**src/rtl/hex5_press_counter.sv**
```systemverilog
// hex5_press_counter: debounced pushbutton stepper feeding the HEX5 decoder.
// Synchronizes a raw active-low key and a direction switch, debounces the key,
// and steps a 0..10 counter once per debounced press (wrapping both ways).
//
// Optional build macro: HOLD_REPEAT_EN adds hold-to-repeat stepping
// (first repeat after REPEAT_DELAY cycles, then every REPEAT_PERIOD cycles).
//
// Ports:
//   clk     in   system clock, rising edge
//   rst     in   asynchronous active-high reset
//   key_n   in   raw pushbutton, low = pressed (asynchronous, bouncy)
//   dir_up  in   raw direction switch, 1 = up, 0 = down (asynchronous)
//   count   out  counter state 0..10
//   wrap    out  one-cycle pulse on a wrapping step
//   pressed out  debounced key level, 1 = held
module hex5_press_counter #(
    parameter int unsigned DEBOUNCE_CYCLES = 250000,
    parameter int unsigned CNT_W           = 18,
    parameter int unsigned REPEAT_DELAY    = 25000000,
    parameter int unsigned REPEAT_PERIOD   = 5000000
) (
    input  logic       clk,
    input  logic       rst,
    input  logic       key_n,
    input  logic       dir_up,
    output logic [3:0] count,
    output logic       wrap,
    output logic       pressed
);

    typedef enum logic {
        RELEASED = 1'b0,
        PRESSED  = 1'b1
    } state_t;

    localparam logic [3:0] CNT_MAX = 4'd10;

    // Elaboration-time parameter sanity
    if (DEBOUNCE_CYCLES < 1 || CNT_W < 1 ||
        ((CNT_W < 32) && ((64'(1) << CNT_W) <= 64'(DEBOUNCE_CYCLES)))) begin : g_bad_debounce_cfg
        $error("hex5_press_counter: need DEBOUNCE_CYCLES >= 1 and 2**CNT_W > DEBOUNCE_CYCLES");
    end

    logic             key_meta_q, key_s_q;
    logic             dir_meta_q, dir_s_q;
    logic             db_q, db_d;
    logic [CNT_W-1:0] db_cnt_q, db_cnt_d;
    state_t           state_q, state_d;
    logic [3:0]       count_q, count_d;
    logic             wrap_q, wrap_d;
    logic             step;
    logic             db_fall, db_rise;

`ifdef HOLD_REPEAT_EN
    localparam int unsigned RPT_MAX = (REPEAT_DELAY > REPEAT_PERIOD) ? REPEAT_DELAY : REPEAT_PERIOD;
    localparam int unsigned RPT_W   = (RPT_MAX > 2) ? $clog2(RPT_MAX) : 1;

    if (REPEAT_DELAY < 1 || REPEAT_PERIOD < 1) begin : g_bad_repeat_cfg
        $error("hex5_press_counter: REPEAT_DELAY and REPEAT_PERIOD must be >= 1");
    end

    logic [RPT_W-1:0] rpt_cnt_q, rpt_cnt_d;
    logic             rpt_on_q, rpt_on_d;   // 1 once the first repeat has fired
`endif

    // Two-flop synchronizers; reset to the idle levels of key and switch
    always_ff @(posedge clk or posedge rst) begin
        if (rst) begin
            key_meta_q <= 1'b1;
            key_s_q    <= 1'b1;
            dir_meta_q <= 1'b1;
            dir_s_q    <= 1'b1;
        end else begin
            key_meta_q <= key_n;
            key_s_q    <= key_meta_q;
            dir_meta_q <= dir_up;
            dir_s_q    <= dir_meta_q;
        end
    end

    // State registers
    always_ff @(posedge clk or posedge rst) begin
        if (rst) begin
            db_q     <= 1'b1;
            db_cnt_q <= '0;
            state_q  <= RELEASED;
            count_q  <= '0;
            wrap_q   <= 1'b0;
`ifdef HOLD_REPEAT_EN
            rpt_cnt_q <= '0;
            rpt_on_q  <= 1'b0;
`endif
        end else begin
            db_q     <= db_d;
            db_cnt_q <= db_cnt_d;
            state_q  <= state_d;
            count_q  <= count_d;
            wrap_q   <= wrap_d;
`ifdef HOLD_REPEAT_EN
            rpt_cnt_q <= rpt_cnt_d;
            rpt_on_q  <= rpt_on_d;
`endif
        end
    end

    // Debounce, FSM next state, step generation and count update
    always_comb begin
        db_d     = db_q;
        db_cnt_d = '0;
        state_d  = state_q;
        count_d  = count_q;
        wrap_d   = 1'b0;
        step     = 1'b0;
`ifdef HOLD_REPEAT_EN
        rpt_cnt_d = '0;
        rpt_on_d  = 1'b0;
`endif

        // Flip on the edge where the run of differing samples hits the limit,
        // so the FSM reacts on that same edge.
        if (key_s_q != db_q) begin
            if (db_cnt_q == CNT_W'(DEBOUNCE_CYCLES - 1)) begin
                db_d = key_s_q;
            end else begin
                db_cnt_d = db_cnt_q + CNT_W'(1);
            end
        end
        db_fall = db_q & ~db_d;
        db_rise = ~db_q & db_d;

        case (state_q)
            RELEASED: begin
                if (db_fall) begin
                    state_d = PRESSED;
                    step    = 1'b1;
                end
            end
            PRESSED: begin
                if (db_rise) begin
                    state_d = RELEASED;
                end
`ifdef HOLD_REPEAT_EN
                else begin
                    rpt_on_d = rpt_on_q;
                    if (rpt_cnt_q == (rpt_on_q ? RPT_W'(REPEAT_PERIOD - 1)
                                               : RPT_W'(REPEAT_DELAY - 1))) begin
                        step     = 1'b1;
                        rpt_on_d = 1'b1;
                    end else begin
                        rpt_cnt_d = rpt_cnt_q + RPT_W'(1);
                    end
                end
`endif
            end
            default: state_d = RELEASED;
        endcase

        // Upset values 11..15 recover to 0 regardless of direction
        if (step) begin
            if (count_q > CNT_MAX) begin
                count_d = '0;
                wrap_d  = 1'b1;
            end else if (dir_s_q) begin
                if (count_q == CNT_MAX) begin
                    count_d = '0;
                    wrap_d  = 1'b1;
                end else begin
                    count_d = count_q + 4'd1;
                end
            end else begin
                if (count_q == 4'd0) begin
                    count_d = CNT_MAX;
                    wrap_d  = 1'b1;
                end else begin
                    count_d = count_q - 4'd1;
                end
            end
        end
    end

    assign count   = count_q;
    assign wrap    = wrap_q;
    assign pressed = (state_q == PRESSED);

endmodule

```
**config.mk**
```make
export PLATFORM = sky130hd
export DESIGN_NAME = hex5_press_counter
export DESIGN_NICKNAME = d
export VERILOG_FILES = /design/src/rtl/hex5_press_counter.sv
export SDC_FILE = /design/constraint.sdc
export NUM_CORES = 1
export LEC_CHECK = 0
export CORE_UTILIZATION = 46
export DETAILED_ROUTE_END_ITERATION = 10
export PLACE_DENSITY = 0.78
export SLEW_MARGIN = 30
export SYNTH_ARGS = -nofsm -noshare
export SYNTH_HDL_FRONTEND = slang
export SYNTH_SLANG_ARGS = --single-unit
```
**constraint.sdc**
```tcl
create_clock -name clk -period 2.5 [get_ports clk]
set_input_delay 0.375 -clock clk [delete_from_list [all_inputs] [get_ports clk]]
set_output_delay 0.375 -clock clk [all_outputs]
set_load 0.03 [all_outputs]
```
==> impl_summary.md, run 1 <==
Yosys
In this run the cell area of the synthesized design comes to 1560 um2. The largest area contributor in the netlist is dfrtp_1. The synthesized netlist contains 41 unique library cells. Of the post-synthesis cell area, the dominant cell type holds 0.384.

The average instance in the mapped netlist occupies 9.77 um2. Ranked by total cell area, the synthesized netlist is headed by dfrtp_1, dfstp_2, xnor2_1. The most used flip-flop cell after synthesis is dfrtp_1. The number of nets produced by synthesis is approximately 170. The synthesized design contains 29 register bits. The cell count after synthesis is 160. The count of synthesis-stage warnings from yosys is 0.

The number of flops mapped to enable cells by yosys is 0. The share of flip-flops with an asynchronous set or reset is 1.00. The share of synthesized area occupied by flip-flops and latches is 0.468.

Worst hold path
The type of the most critical hold path is register to register. The worst hold path was traced through 0 stages.

Clock network
The CTS buffer count is 5. Clock tree synthesis found a total of 29 sinks. The number of buffers inserted for hold repair after clock tree synthesis is 0. The root buffer selected by CTS is clkbuf_4.

The clock transition at the register clock pins on the worst setup and hold paths after CTS is 0.10 ns. Once the clock tree was built, the resizer swapped 0 gates to a different size. The H-tree generated during clock tree synthesis spans 2 levels. TritonCTS built the clock tree. The clock insertion delay at the later pin of the skew report is 0.33 ns. Once the clock tree was built, the setup fixing pass inserted 0 buffers. The worst-case clock buffer depth is 2.

GRT
The overall global routing resource usage is 0.193. The final global-route overflow total is 0. Entering global routing, the biggest net connects 30 pins.

The first-pass GRT wire length is 5.06 mm. The initial antenna violation count was 0. The number of global-route vias before repair is 1187.

Die
The floorplan step defined a core boundary enclosing 3130 um2. For this configuration, the core starts out at a cell density of 0.500. The y dimension of the die is 60.3 um. The floorplan has 20 rows. The area enclosed by the die boundary is 3630 um2. For this design the top-level I/O count stands at 10. The die is approximately 60 um wide.

STA
At the pin with the least slew margin, the transition time is 0.604 ns. Setup repair after global routing left no endpoint under its margin. The post-layout minimum cycle time is 2.28 ns. The number of pins exceeding their max-slew limit in the final report is 0.

Timing would allow up to 438 MHz. The clock arrives with around 0.010 ns of skew. The number of endpoints with negative hold slack in the final report is 0. The summed negative setup slack over all endpoints is 0 ns. The final period utilization is 0.913.

The tightest slew margin relative to the limit is 0.593. Across all hold checks on the routed design, the worst slack comes to between 0.3 and 0.4 ns. The number of setup violations in the final report is 0.

Final layout
The growth of design area from synthesis to finish is 15.1%. The final layout net count is 185. The top cell types in the final layout, fill and taps aside, are dfrtp_1, nor2_1, nand2_1.

In the final layout, the share of cells above drive strength 1 is 0.141. 0 antenna diodes ended up in the layout. Leaving out filler cells and counting taps, the final layout contains ~220. The library cell used most frequently in the layout, excluding fill and tap cells, is dfrtp_1.

Power and ir drop
The share of total power dissipated in sequential elements is 0.574. The total power consumption of the routed design is 0.848 mW. IR analysis of the VDD net gives a maximum drop of 0.351 mV. Cell internal power was estimated by the tool at around 0.66 mW. In this run the power density over the cells is roughly 470 nW/um2. In this run the power spent charging and discharging nets is 0.191 mW.

The power share of the combinational group is 0.044. The proportion of total power due to net switching is 0.225. The leakage power summed over all cells is 0.743 nW. The part of the power in the clock network is 0.382.

Placement
At the end of routability-driven placement, the weighted congestion stood at 0.785. In this run, placement finished with an instance count of 213. The count of input and output buffers is 9. The detailed-placement wirelength estimate is around 2.1 mm.

Critical path
The critical setup path kind is register to register. Data on the critical path is required at its endpoint by 2.77 ns. STA puts the critical path data arrival time at ~2.6 ns. The peak fanout along the critical path is 7. The number of cells on the worst reg-to-reg path is 5.

The nature of the critical path startpoint is a register. STA classifies the critical path endpoint as a register.

Detailed routing
The routed wire length per instance is between 10 and 15 um. The total number of vias is 1237. Summed over all layers, the routed wires come to 2.93 mm.

The number of remaining DRC errors is 0. Before antenna repair, the detailed router went through 4 iterations. The residual antenna-violating net count after detailed routing is 0. The post-detailed-route via-to-cell ratio is between 5 and 6.

After the first detailed-routing iteration, the DRC count stood at slightly above 80.

Run
The number of maximum-capacitance violations is 0.

Outcome
The run finished with clean final reports.
## kinds of logic after synthesis
| logic type | Yosys count | share of synthesized area |
|---|---|---|
| buf+inv | 12 | 0.0360 |
| flops | 29 | 0.468 |
| compound gates | 28 | 0.120 |
| mux | 3 | 0.0208 |
| fa+ha+maj | 5 | 0.0400 |
| simple gates | 70 | 0.242 |
| xor+xnor | 13 | 0.0729 |
## synthesized netlist by cell type (all sizes together) (3+ instances only)
cell	number
nand4	8
dfstp	5
or4	4
nor3	4
nand2	10
nand3	7
or3	6
ha	5
dfrtp	24
a21oi	5
nor2	18
clkbuf	3
xor2	4
xnor2	9
nor4	5
o21ai	11
inv	7
## flip-flops by register name, summed over array words and instances, names as in the netlist
name        count
db_cnt_q       18
dir_s_q         1
pressed         1
count           4
dir_meta_q      1
wrap            1
key_s_q         1
key_meta_q      1
db_q            1
## critical path, cell delays in order (launching register included)
cell	delay, ns
dfrtp_1	0.45
or4b_1	0.50
or4_1	0.60
buf_4	0.19
a2111o_1	0.37
o21ai_1	0.11
## area by class of cell
type,count,area [um2]
clock buffer,7,65.1
inverter,7,26.3
sequential,29,732
multi-input combinational,119,774
clock inverter,1,5.00
fill,272,1330
tap,44,55.1
timing repair buffer,14,140
## worst paths after layout
path | startpoint | end | slack (ns)
max | db_cnt_q[11] | count[2] | 0.22
min | key_meta_q | key_s_q | 0.36
max reg2reg | db_cnt_q[11] | count[2] | 0.22
min reg2reg | key_meta_q | key_s_q | 0.36
max in group asynchronous | rst | db_q | 1.77
min in group asynchronous | rst | db_cnt_q[3] | 0.40
## per-layer routing
layer | up-vias | track usage | share of wire
met5 | - | 0 | 0
met4 | 0 | 0.0698 | 0.013
met3 | 4 | 0.0606 | 0.031
met2 | 14 | 0.316 | 0.50
met1 | 612 | 0.237 | 0.46
li1 | 607 | - | -
## through the flow
| stage | utilization | setup WS [ns] | area, um2 |
|---|---|---|---|
| 3_5_place_dp | 0.552 | 0.217 | 1730 |
| 2_1_floorplan | - | 0.219 | 1560 |
| 5_1_grt | 0.575 | 0.105 | 1800 |
| 3_3_place_gp | 0.552 | 0.248 | 1730 |
| 6_report | 0.575 | 0.218 | 1800 |
| 4_1_cts | 0.575 | 0.215 | 1800 |
## power by group through the flow
stage / Sequential, mW / Combinational (mW) / Clock (mW)
floorplan: 0.492 / 0.0246 / 0
global placement: 0.495 / 0.0367 / 0
detailed placement: 0.495 / 0.0377 / 0
CTS: 0.486 / 0.0384 / 0.340
global route: 0.488 / 0.0428 / 0.357
finish: 0.487 / 0.0374 / 0.324
No activity file was read; power rests on OpenSTA's default activity.
==> inputs of run 2 (changes only) <==
--- a/config.mk
+++ b/config.mk
@@ -6,6 +6,7 @@
 export NUM_CORES = 1
 export LEC_CHECK = 0
 export CORE_UTILIZATION = 46
+export CTS_CLUSTER_SIZE = 28
 export DETAILED_ROUTE_END_ITERATION = 10
 export PLACE_DENSITY = 0.78
 export SLEW_MARGIN = 30
==> results of run 2 <==
The final DEF is identical to that of run 1; final timing and power are the same.
==> inputs of run 3 (changes only) <==
--- a/config.mk
+++ b/config.mk
@@ -5,6 +5,7 @@
 export SDC_FILE = /design/constraint.sdc
 export NUM_CORES = 1
 export LEC_CHECK = 0
+export CAP_MARGIN = 40
 export CORE_UTILIZATION = 46
 export CTS_CLUSTER_SIZE = 28
 export DETAILED_ROUTE_END_ITERATION = 10
==> results of run 3 <==
The final DEF is identical to that of run 1; final timing and power are the same.
